`src/rtl/fu_alu_stage.sv`:
```
// Memory-mapped ALU functional unit: single-cycle logic ops, iterative MUL/DIVU/REMU.
// Define FU_DIV_EN to build the restoring divider; otherwise opcodes 8/9 report invalid.
module fu_alu_stage #(
  parameter int DBITS     = 32,
  parameter int STEP_BITS = 1
) (
  input  logic              clk,
  input  logic              reset,
  input  logic [70:0]       from_DE_to_FU,
  output logic [DBITS+2:0]  from_FU_to_DE
);

  localparam int            STEPS    = DBITS / STEP_BITS;
  localparam int            CW       = $clog2(STEPS);
  localparam logic [CW-1:0] CNT_LAST = CW'(STEPS - 1);

  localparam logic [3:0] OP_ADD  = 4'd0;
  localparam logic [3:0] OP_SUB  = 4'd1;
  localparam logic [3:0] OP_AND  = 4'd2;
  localparam logic [3:0] OP_OR   = 4'd3;
  localparam logic [3:0] OP_XOR  = 4'd4;
  localparam logic [3:0] OP_SLL  = 4'd5;
  localparam logic [3:0] OP_SRL  = 4'd6;
  localparam logic [3:0] OP_MUL  = 4'd7;
`ifdef FU_DIV_EN
  localparam logic [3:0] OP_DIVU = 4'd8;
  localparam logic [3:0] OP_REMU = 4'd9;
`endif

  typedef enum logic [1:0] {
    S_IDLE = 2'd0,
    S_BUSY = 2'd1,
    S_DONE = 2'd2
  } state_t;

  state_t           state_r, state_nx_s;
  logic [DBITS-1:0] op1_r, op2_r, op3_r;
  logic [3:0]       aluop_r;
  logic             err_r, err_pend_r, busy_r, done_r, iter_r;
  logic [CW-1:0]    cnt_r;
  logic [DBITS-1:0] acc_r, a_r, b_r;

  logic             wr_aluop_s, wr_op1_s, wr_op2_s, rd_op3_s;
  logic [DBITS-1:0] data_s;
  logic             unused_bus_s;
  logic             accept_s, is_mul_s, is_div_s, divz_s, iter_op_s, last_s, finish_s;
  logic [DBITS-1:0] res_s, iter_res_s;
  logic             op_err_s;
  logic [DBITS-1:0] acc_nx_s, a_nx_s, b_nx_s;
`ifdef FU_DIV_EN
  logic [DBITS:0]   rem_s;
`endif

  assign wr_aluop_s   = from_DE_to_FU[0];
  assign wr_op1_s     = from_DE_to_FU[1];
  assign wr_op2_s     = from_DE_to_FU[2];
  assign data_s       = from_DE_to_FU[3 +: DBITS];
  assign rd_op3_s     = from_DE_to_FU[35];
  assign unused_bus_s = ^from_DE_to_FU[70:36];

  assign from_FU_to_DE = {err_r, done_r, busy_r, op3_r};

  assign is_mul_s = (aluop_r == OP_MUL);
`ifdef FU_DIV_EN
  assign is_div_s = (aluop_r == OP_DIVU) || (aluop_r == OP_REMU);
`else
  assign is_div_s = 1'b0;
`endif
  assign divz_s    = is_div_s && (op2_r == {DBITS{1'b0}});
  assign iter_op_s = is_mul_s || (is_div_s && !divz_s);
  assign accept_s  = wr_aluop_s && (state_r != S_BUSY);
  assign last_s    = iter_r && (cnt_r == CNT_LAST);
  assign finish_s  = (state_r == S_BUSY) && ((!iter_r && !iter_op_s) || last_s);

  // Single-cycle results, including the divide-by-zero shortcut and invalid opcodes
  always_comb begin
    res_s    = {DBITS{1'b0}};
    op_err_s = 1'b0;
    case (aluop_r)
      OP_ADD:  res_s = op1_r + op2_r;
      OP_SUB:  res_s = op1_r - op2_r;
      OP_AND:  res_s = op1_r & op2_r;
      OP_OR:   res_s = op1_r | op2_r;
      OP_XOR:  res_s = op1_r ^ op2_r;
      OP_SLL:  res_s = op1_r << op2_r[4:0];
      OP_SRL:  res_s = op1_r >> op2_r[4:0];
      OP_MUL:  res_s = {DBITS{1'b0}};
`ifdef FU_DIV_EN
      OP_DIVU: begin res_s = {DBITS{1'b1}}; op_err_s = divz_s; end
      OP_REMU: begin res_s = op1_r;         op_err_s = divz_s; end
`endif
      default: begin res_s = {DBITS{1'b0}}; op_err_s = 1'b1; end
    endcase
  end

  // One iteration: STEP_BITS shift-add multiply or restoring-division steps
  always_comb begin
    acc_nx_s = acc_r;
    a_nx_s   = a_r;
    b_nx_s   = b_r;
`ifdef FU_DIV_EN
    rem_s    = {(DBITS + 1){1'b0}};
`endif
    for (int i = 0; i < STEP_BITS; i++) begin
      if (is_mul_s) begin
        if (b_nx_s[0]) begin
          acc_nx_s = acc_nx_s + a_nx_s;
        end else begin
          acc_nx_s = acc_nx_s;
        end
        a_nx_s = a_nx_s << 1'b1;
        b_nx_s = b_nx_s >> 1'b1;
      end else begin
`ifdef FU_DIV_EN
        // acc holds the partial remainder, a shifts dividend bits out and quotient bits in
        rem_s  = {acc_nx_s, a_nx_s[DBITS-1]};
        a_nx_s = a_nx_s << 1'b1;
        if (rem_s >= {1'b0, b_nx_s}) begin
          rem_s     = rem_s - {1'b0, b_nx_s};
          a_nx_s[0] = 1'b1;
        end else begin
          a_nx_s[0] = 1'b0;
        end
        acc_nx_s = rem_s[DBITS-1:0];
`else
        acc_nx_s = acc_nx_s;
`endif
      end
    end
  end

  // Final value of an iterative op: product/remainder in acc, quotient in a
  always_comb begin
    iter_res_s = acc_nx_s;
`ifdef FU_DIV_EN
    if (aluop_r == OP_DIVU) begin
      iter_res_s = a_nx_s;
    end else begin
      iter_res_s = acc_nx_s;
    end
`endif
  end

  // FSM next-state logic
  always_comb begin
    state_nx_s = state_r;
    case (state_r)
      S_IDLE: begin
        if (accept_s) state_nx_s = S_BUSY;
        else          state_nx_s = S_IDLE;
      end
      S_BUSY: begin
        if (finish_s) state_nx_s = S_DONE;
        else          state_nx_s = S_BUSY;
      end
      S_DONE: begin
        if (accept_s)      state_nx_s = S_BUSY;
        else if (rd_op3_s) state_nx_s = S_IDLE;
        else               state_nx_s = S_DONE;
      end
      default: state_nx_s = S_IDLE;
    endcase
  end

  // FSM state register
  always_ff @(posedge clk or negedge reset) begin
    if (!reset) state_r <= S_IDLE;
    else        state_r <= state_nx_s;
  end

  // Operand, result, status and iteration registers
  always_ff @(posedge clk or negedge reset) begin
    if (!reset) begin
      op1_r      <= {DBITS{1'b0}};
      op2_r      <= {DBITS{1'b0}};
      op3_r      <= {DBITS{1'b0}};
      aluop_r    <= 4'd0;
      err_r      <= 1'b0;
      err_pend_r <= 1'b0;
      busy_r     <= 1'b0;
      done_r     <= 1'b0;
      iter_r     <= 1'b0;
      cnt_r      <= {CW{1'b0}};
      acc_r      <= {DBITS{1'b0}};
      a_r        <= {DBITS{1'b0}};
      b_r        <= {DBITS{1'b0}};
    end else begin
      busy_r <= (state_nx_s == S_BUSY);
      done_r <= (state_nx_s == S_DONE);
      if (state_r != S_BUSY) begin
        if (wr_op1_s) op1_r <= data_s;
        if (wr_op2_s) op2_r <= data_s;
        if (accept_s) begin
          aluop_r    <= data_s[3:0];
          err_r      <= 1'b0;
          err_pend_r <= 1'b0;
          iter_r     <= 1'b0;
        end
      end else if (!iter_r) begin
        if (iter_op_s) begin
          iter_r     <= 1'b1;
          cnt_r      <= {CW{1'b0}};
          acc_r      <= {DBITS{1'b0}};
          a_r        <= op1_r;
          b_r        <= op2_r;
          err_pend_r <= err_pend_r | wr_aluop_s;
        end else begin
          op3_r      <= res_s;
          err_r      <= err_pend_r | wr_aluop_s | op_err_s;
          err_pend_r <= 1'b0;
        end
      end else begin
        acc_r <= acc_nx_s;
        a_r   <= a_nx_s;
        b_r   <= b_nx_s;
        cnt_r <= cnt_r + CW'(1'b1);
        if (last_s) begin
          op3_r      <= iter_res_s;
          err_r      <= err_pend_r | wr_aluop_s;
          err_pend_r <= 1'b0;
          iter_r     <= 1'b0;
        end else begin
          err_pend_r <= err_pend_r | wr_aluop_s;
        end
      end
    end
  end

endmodule
```
`config.mk`:
```
export PLATFORM = sky130hd
export DESIGN_NAME = fu_alu_stage
export DESIGN_NICKNAME = d
export VERILOG_FILES = /design/src/rtl/fu_alu_stage.sv
export SDC_FILE = /design/constraint.sdc
export NUM_CORES = 1
export LEC_CHECK = 0
export ABC_AREA = 1
export BUFFER_PORTS_ARGS = -buffer_cell sky130_fd_sc_hd__buf_2
export CAP_MARGIN = 20
export CELL_PAD_IN_SITES_DETAIL_PLACEMENT = 0
export CELL_PAD_IN_SITES_GLOBAL_PLACEMENT = 2
export CORE_MARGIN = 2
export CORE_UTILIZATION = 31
export DETAILED_ROUTE_END_ITERATION = 8
export GPL_TIMING_DRIVEN = 0
export PLACE_DENSITY = 0.74
export RECOVER_POWER = 25
export SKIP_LAST_GASP = 1
export SLEW_MARGIN = 10
export SYNTH_ARGS = -nofsm -noshare
export SYNTH_HDL_FRONTEND = slang
export SYNTH_SLANG_ARGS = --single-unit
```
`constraint.sdc`:
```
create_clock -name clk -period 3.4 [get_ports clk]
set_input_delay 0 -clock clk [delete_from_list [all_inputs] [get_ports clk]]
set_output_delay 0 -clock clk [all_outputs]
set_load 0.02 [all_outputs]
```
==> key figures, run 1 <==
Setup path
  • Crit path DAT: 4.12 ns
  • Worst endpoint required time: 3.87 ns
  • Crit Path Category: register to register
  • Crit-path max FO: 5
  • Reg2reg path depth: 23
  • FF-to-FF setup slack: -0.24 ns
  • Worst r2r src: op2_r[1]
  • Worst Setup Start Kind: register
  • CP Capture Type: register
  • Reg2reg end: op3_r[28]

STA
  • Tmin final: 3.645 ns
  • Sum of negative setup slack: -2.879 ns
  • Skew final: 0.01173 ns
  • Worst Setup Slack, final: -0.2446 ns
  • Worst slew margin: -83.45%
  • Final max-slew violation count: 104
  • Final count of hold timing violations: 0
  • Min Hold Slack: ~0.070 ns
  • Final Setup Violations: 19
  • RSZ-0062 raised after global routing: yes
  • Max Clock Freq: 274.4 MHz
  • Least-Margin Pin Slew: 2.752 ns
  • Fin crit share: 107.2%

Synthesis
  • Post-synth net total: about 3,400
  • Yosys reg bits: 208
  • Mapped Area: 0.01947 mm^2
  • Post-synth EDFFs: 0
  • Main synth FF type: dfrtp_1
  • Register area share after synthesis: 26.73%
  • Syn Area/Cell: 6.182 um^2
  • Cell count after synthesis: 3,150
  • Async S/R FF share, synth: 100.0%
  • Library cells used by synthesis: 52
  • Yosys Warn Count: 0

Hold path
  • Hold Path Cell Cnt: 4
  • Hold Path End: op1_r[16]
  • Worst Min Path Start: from_DE_to_FU[1]
  • Hold crit path type: input port to register

Clock tree
  • TritonCTS buffer count: 25
  • # H-tree levels: 1
  • Worst skew pair latency: about 0.55 ns
  • Max clock buf depth: 3
  • Clock slew at reported path FFs: ~0.060 ns
  • Clock sink count: 208
  • CTS tree: done
  • Clk root buf: clkbuf_16

Routing
  • Via count: between 20,000 and 25,000
  • Drt wl/cell: 24.72 um
  • Final ANT Viol Nets: 0
  • Drt drc: 0
  • Pre-Repair DR Iteration Count: 6
  • Vias/cell: 5.306
  • Iteration-0 DRC Markers: about 2,000
  • Routed WL: between 100 and 150 mm

Floorplanning
  • Core ar.: 0.06194 mm^2
  • Row cnt: 91
  • Die Width: ~250 um
  • Die height: ~250 um
  • Die Area: 0.06484 mm^2
  • IO Pins: 108
  • Initial cell density of the core: 31.44%

Final layout
  • Most frequent cells in the layout: nand2_1, inv_1, nand3_1, dfrtp_1, nor2_1
  • Antenna diodes: 0
  • Layout area overhead: 22.41%
  • Final net count: 3,531
  • Layout cells sized above 1: between 15 and 20%
  • Commonest non-fill, non-tap cell in the layout: nand2_1

GRT
  • Grt total ovfl: 0
  • Pin count of the biggest net entering global routing: 105
  • Total Routing Usage GR: 31.73%
  • Initial antenna violation count: 2
  • Vias in the first global route: ~21,000
  • First-pass GRT wire length: ~150 mm

Placement
  • GP Congestion: 1.011
  • Hpwl dp: 82.78 mm
  • PortBufs: between 70 and 80
  • Setup Slack @ Placement: -1.460 ns

Outcome
  • Status: complete, but fails checks
  • Violated checks: capacitance limit, slew limit, setup timing

Power and ir drop
  • Pleak: 12.13 nW
  • Pwr/cell area: 1233 mW/mm^2
  • Maximum vdd drop: 0.0004899 V

Job
  • Max Cap Viol: 1
-- synthesized netlist by cell type (10+ instances only) --
library cell | number | share of area [%]
a21oi_1 | 174 | 4.5
clkbuf_1 | 46 | 0.89
o21a_1 | 18 | 0.69
and2_1 | 10 | 0.32
a31oi_1 | 65 | 2.1
nand4_1 | 18 | 0.58
xnor2_1 | 15 | 0.67
o21ai_1 | 21 | 0.54
nor2_1 | 234 | 4.5
o21ai_0 | 138 | 3.5
nand3_1 | 390 | 10
ha_1 | 130 | 8.4
o211ai_1 | 11 | 0.42
dfrtp_1 | 208 | 27
nand2_1 | 1066 | 21
inv_2 | 14 | 0.27
xor2_1 | 31 | 1.4
buf_2 | 68 | 1.7
inv_1 | 376 | 7.2
nor3_1 | 17 | 0.44
buf_4 | 12 | 0.46
-- metal layers --
layer | up-vias | part of all wire, % | track usage, %
met5 | - | 0.022 | 0
met4 | 4 | 4.5 | 11.40
met3 | 191 | 6.4 | 4.297
met2 | 788 | 45 | 52.36
met1 | 10679 | 44 | 42.34
li1 | 10517 | - | -
-- power by group --
group | switching (mW) | internal (mW)
registers | 2.15 | 3.49
logic | 14.2 | 6.55
clock network | 1.15 | 1.82
-- cell type report --
type	instances	area [um^2]
fillers	6904	38100
flip-flops and latches	208	5211
plain buffers	133	726.9
repair buffers	153	1100
clock inverters	10	156.4
clock buffers	34	739.5
well taps	837	1047
inverters	392	1495
multi-input cells	2413	13360
-- sequential cells by signal (all words and copies together), names as in the netlist, 2 cells and up --
name     cells
acc_r       32
b_r         32
a_r         32
op1_r       32
state_r      2
aluop_r      4
op3_r       32
cnt_r        5
op2_r       32
-- cell families (layout without fill, tap and decap cells) --
family | after synthesis | in the layout | share of synthesized area, %
flops | 208 | 208 | 26.73
buf+inv | 529 | 722 | 11.21
compound gates | 460 | 460 | 13.26
xor+xnor | 46 | 46 | 2.069
fa+ha+maj | 132 | 132 | 8.558
simple gates | 1775 | 1775 | 38.17
-- timing repair --
item,CTS,global route
hold buffers,36,0
endpoints found under the hold margin,179,0
gates cloned,0,0
resized for setup,215,126
pin swaps,63,73
endpoints found under the setup margin,31,28
setup buffers,32,11
-- through the flow --
| stage | instances | util [%] | area (um^2) | power [mW] |
|---|---|---|---|---|
| after CTS | 4169 | 37.50 | 23230 | 27.81 |
| after detailed placement | 4061 | 33.82 | 20950 | 22.90 |
| after global routing | 4180 | 38.49 | 23840 | 31.28 |
| final | 4180 | 38.49 | 23840 | 29.39 |
| after floorplan | 3150 | - | 19470 | 15.45 |
| after global placement | 4059 | 33.71 | 20880 | 22.86 |
-- how the worst max path moves through the flow --
stage | to | cells past startpoint | start | slack [ns]
floorplan | op3_r[31] | 26 | op2_r[1] | 0.19
global placement | op3_r[17] | 21 | op2_r[1] | -1.43
detailed placement | op3_r[26] | 22 | op2_r[1] | -1.46
CTS | op3_r[25] | 20 | op2_r[1] | -0.24
global route | op3_r[31] | 24 | op2_r[1] | -0.36
finish | op3_r[28] | 23 | op2_r[1] | -0.24
-- worst max-delay path, cell delays in order (launching register included) --
cell     delay, ns
dfrtp_2       0.51
inv_8         0.13
buf_8         0.11
ha_4          0.13
nand3_4       0.10
nor2_4        0.15
nand3_4       0.09
nor2_4        0.19
nand2_4       0.12
nor2_2        0.15
a31oi_1       0.11
xor2_1        0.25
ha_4          0.27
nand2_2       0.13
nor2_1        0.07
nor2_2        0.16
nand2_1       0.08
a21oi_2       0.17
nand2_1       0.07
nand2_1       0.10
nand3_4       0.13
nand2_2       0.12
nand2_4       0.06
a21oi_1       0.14
Power figures use the tool's default switching activity.
==> inputs of run 2 (changes only) <==
Settings changed: CORE_UTILIZATION 31 to 34, PLACE_DENSITY 0.74 to 0.77.
Clock period 3.4 ns to 3.45 ns, I/O delays scaled along.
==> run 2 against run 1 <==
  * The flow still finishes with violations (capacitance limit, slew limit, setup timing)
  * Sequential power decreased by 5.7%
  * Critical path depth decreased by 1
  * Maximum frequency increased by 2.3%
  * Count of clock-buffer cells in the layout decreased by 4
  * Combinational power decreased by 8%
  * Non-clock buffer count unchanged
  * Via count decreased by 0.94%
  * Sequential share of layout area increased by 0.54 points
  * Hold slack got worse by 0.017 ns
==> key figures, run 2 (synthesized netlist as in run 1, its figures left out) <==
GRT
  • Grt total ovfl: 0 (unchanged)
  • First-pass GRT wire length: 145.6 mm (-2.1%)
  • Initial antenna violation count: 1 (-1)
  • Pin count of the biggest net entering global routing: 109 (+3.8%)
  • Total Routing Usage GR: 33.47% (+1.7 points)
  • Vias in the first global route: 21,871 (+2.5%)

Final layout
  • Final net count: 3,531 (unchanged)
  • Final Non-Filler Cells: 4,099 (-1.9%)
  • Antenna diodes: 0 (unchanged)
  • Commonest non-fill, non-tap cell in the layout: nand2_1
  • Layout cells sized above 1: 13.52% (-2.1 points)
  • Final core utilization: 41.19% (+2.7 points)
  • Layout area overhead: 19.50%
  • Most frequent cells in the layout: nand2_1, nand3_1, inv_1, nor2_1, dfrtp_1

Hold path
  • Hold crit path type: input port to register

Routing
  • Pre-Repair DR Iteration Count: 8 (+2)
  • Drt drc: 0 (unchanged)
  • Vias/cell: 5.360 (+1.0%)
  • Iteration-0 DRC Markers: 1,808 (-11%)
  • Via count: 21,970 (-0.94%)
  • Routed WL: 100.2 mm (-3.0%)
  • Drt wl/cell: 24.45 um (-1.1%)
  • Final ANT Viol Nets: 0 (unchanged)

Clock tree
  • Clock slew at reported path FFs: 0.07 ns (about the same)
  • Clock sink count: 208 (unchanged)
  • Worst skew pair latency: 0.58 ns (+0.03 ns)
  • Max clock buf depth: 3 (unchanged)
  • TritonCTS buffer count: 25 (unchanged)
  • Clk root buf: clkbuf_16
  • # H-tree levels: 1 (unchanged)
  • CTS tree: done

Setup path
  • Worst endpoint required time: 3.94 ns (+0.07 ns)
  • Crit-path max FO: 5 (unchanged)
  • Crit Path Category: register to register
  • Worst Setup Start Kind: register
  • Crit path DAT: 4.05 ns (-0.07 ns)
  • CP Capture Type: register

STA
  • Least-Margin Pin Slew: 2.780 ns (+0.02847 ns)
  • Final max-slew violation count: 108 (+3.8%)
  • Fin crit share: 103.3% (-3.9 points)
  • Worst Setup Slack, final: -0.1138 ns (+0.1307 ns)
  • Worst slew margin: -85.35% (-1.9 points)
  • Skew final: 0.02368 ns (+0.01195 ns)
  • Final count of hold timing violations: 0 (unchanged)
  • RSZ-0062 raised after global routing: yes
  • Max Clock Freq: 280.6 MHz (+2.3%)
  • Tmin final: 3.564 ns (-0.08072 ns)
  • Min Hold Slack: 0.05299 ns (-0.01661 ns)
  • Sum of negative setup slack: -0.8706 ns (+2.008 ns)
  • Final Setup Violations: 14 (-5)

Floorplanning
  • IO Pins: 108 (unchanged)
  • Core ar.: 0.05650 mm^2 (-8.8%)
  • Die Area: 0.05921 mm^2 (-8.7%)
  • Row cnt: 87 (-4.4%)
  • Die height: 243.3 um (-4.4%)
  • Initial cell density of the core: 34.47% (+3.0 points)
  • Die Width: 243.3 um (-4.4%)

Placement
  • PortBufs: 72 (unchanged)
  • GP Congestion: 0.9877 (-2.3%)
  • Setup Slack @ Placement: -1.096 ns (+0.3640 ns)
  • Dpl cells: 3,980 (-2.0%)
  • Hpwl dp: 81.90 mm (-1.1%)

Job
  • Max Cap Viol: 1 (unchanged)

Outcome
  • Violated checks: capacitance limit, slew limit, setup timing
  • Status: complete, but fails checks

Power and ir drop
  • Pleak: 12.03 nW (-0.75%)
  • Pwr/cell area: 1186 mW/mm^2 (-3.8%)
  • Maximum vdd drop: 0.0007469 V (+52%)
[run 2: final timing paths]
| kind | start | end | slack (ns) | depth (start not counted) |
|---|---|---|---|---|
| setup / recovery | op2_r[0] | op3_r[28] | -0.11 | 22 |
| max in group asynchronous | reset | aluop_r[1] | 0.42 | 3 |
| hold / removal | from_DE_to_FU[1] | op1_r[19] | 0.05 | 4 |
| hold reg to reg | op3_r[2] | op3_r[2] | 0.49 | 2 |
| setup reg to reg | op2_r[0] | op3_r[28] | -0.11 | 22 |
| min in group asynchronous | reset | cnt_r[3] | 0.57 | 3 |
[run 2: final cells by class]
type | count | area (um^2)
buffer | 134 | 724.4
clock buffer | 30 | 674.4
clock inverter | 14 | 266.5
fill | 6210 | 33220
inverter | 392 | 1493
multi-input combinational | 2413 | 12840
sequential | 208 | 5214
tap | 756 | 945.9
timing repair buffer | 152 | 1115
[run 2: where the power goes]
| part | leakage [nW] | internal [mW] | switching (mW) | total (mW) |
|---|---|---|---|---|
| registers | 2.59 | 3.44 | 1.86 | 5.31 |
| clock network | 0.466 | 1.92 | 1.15 | 3.07 |
| logic | 8.97 | 6.03 | 13.2 | 19.2 |
[run 2: what timing repair did]
item / CTS / global route
endpoints found under the hold margin: 187 / 0
setup buffers: 32 / 10
hold buffers: 36 / 0
pin swaps: 36 / 49
endpoints found under the setup margin: 29 / 29
gates resized for setup: 126 / 86
gates cloned: 0 / 0
[run 2: per-layer routing]
layer  global-route usage [%]  wire length [um]
met1                    41.93             41700
met2                    58.81             48830
met3                    2.688              4831
met4                    14.54              4858
met5                        0                 0
[run 2: metrics by stage]
stage / power [mW] / area (um^2)
final: 27.59 / 23270
after global routing: 29.56 / 23270
after CTS: 26.49 / 22870
after detailed placement: 22.06 / 20850
after global placement: 22.02 / 20780
after floorplan: 15.23 / 19470
[run 2: worst max-delay path: stages (launching register included)]
cell and delay (ns):
dfrtp_2 0.51, inv_8 0.10, buf_12 0.11, ha_4 0.14, nand3_4 0.09, nor2_4 0.15
nand3_4 0.10, nor2_4 0.23, nand2_4 0.13, nor2_2 0.14, a31oi_1 0.11, xor2_1 0.20
ha_4 0.34, nand2_1 0.14, nor2_2 0.14, nand2_2 0.10, nor3_2 0.13, nand2_2 0.11
nand3_1 0.08, nand3_1 0.08, nand2_1 0.10, nand2_1 0.08, a21oi_1 0.15
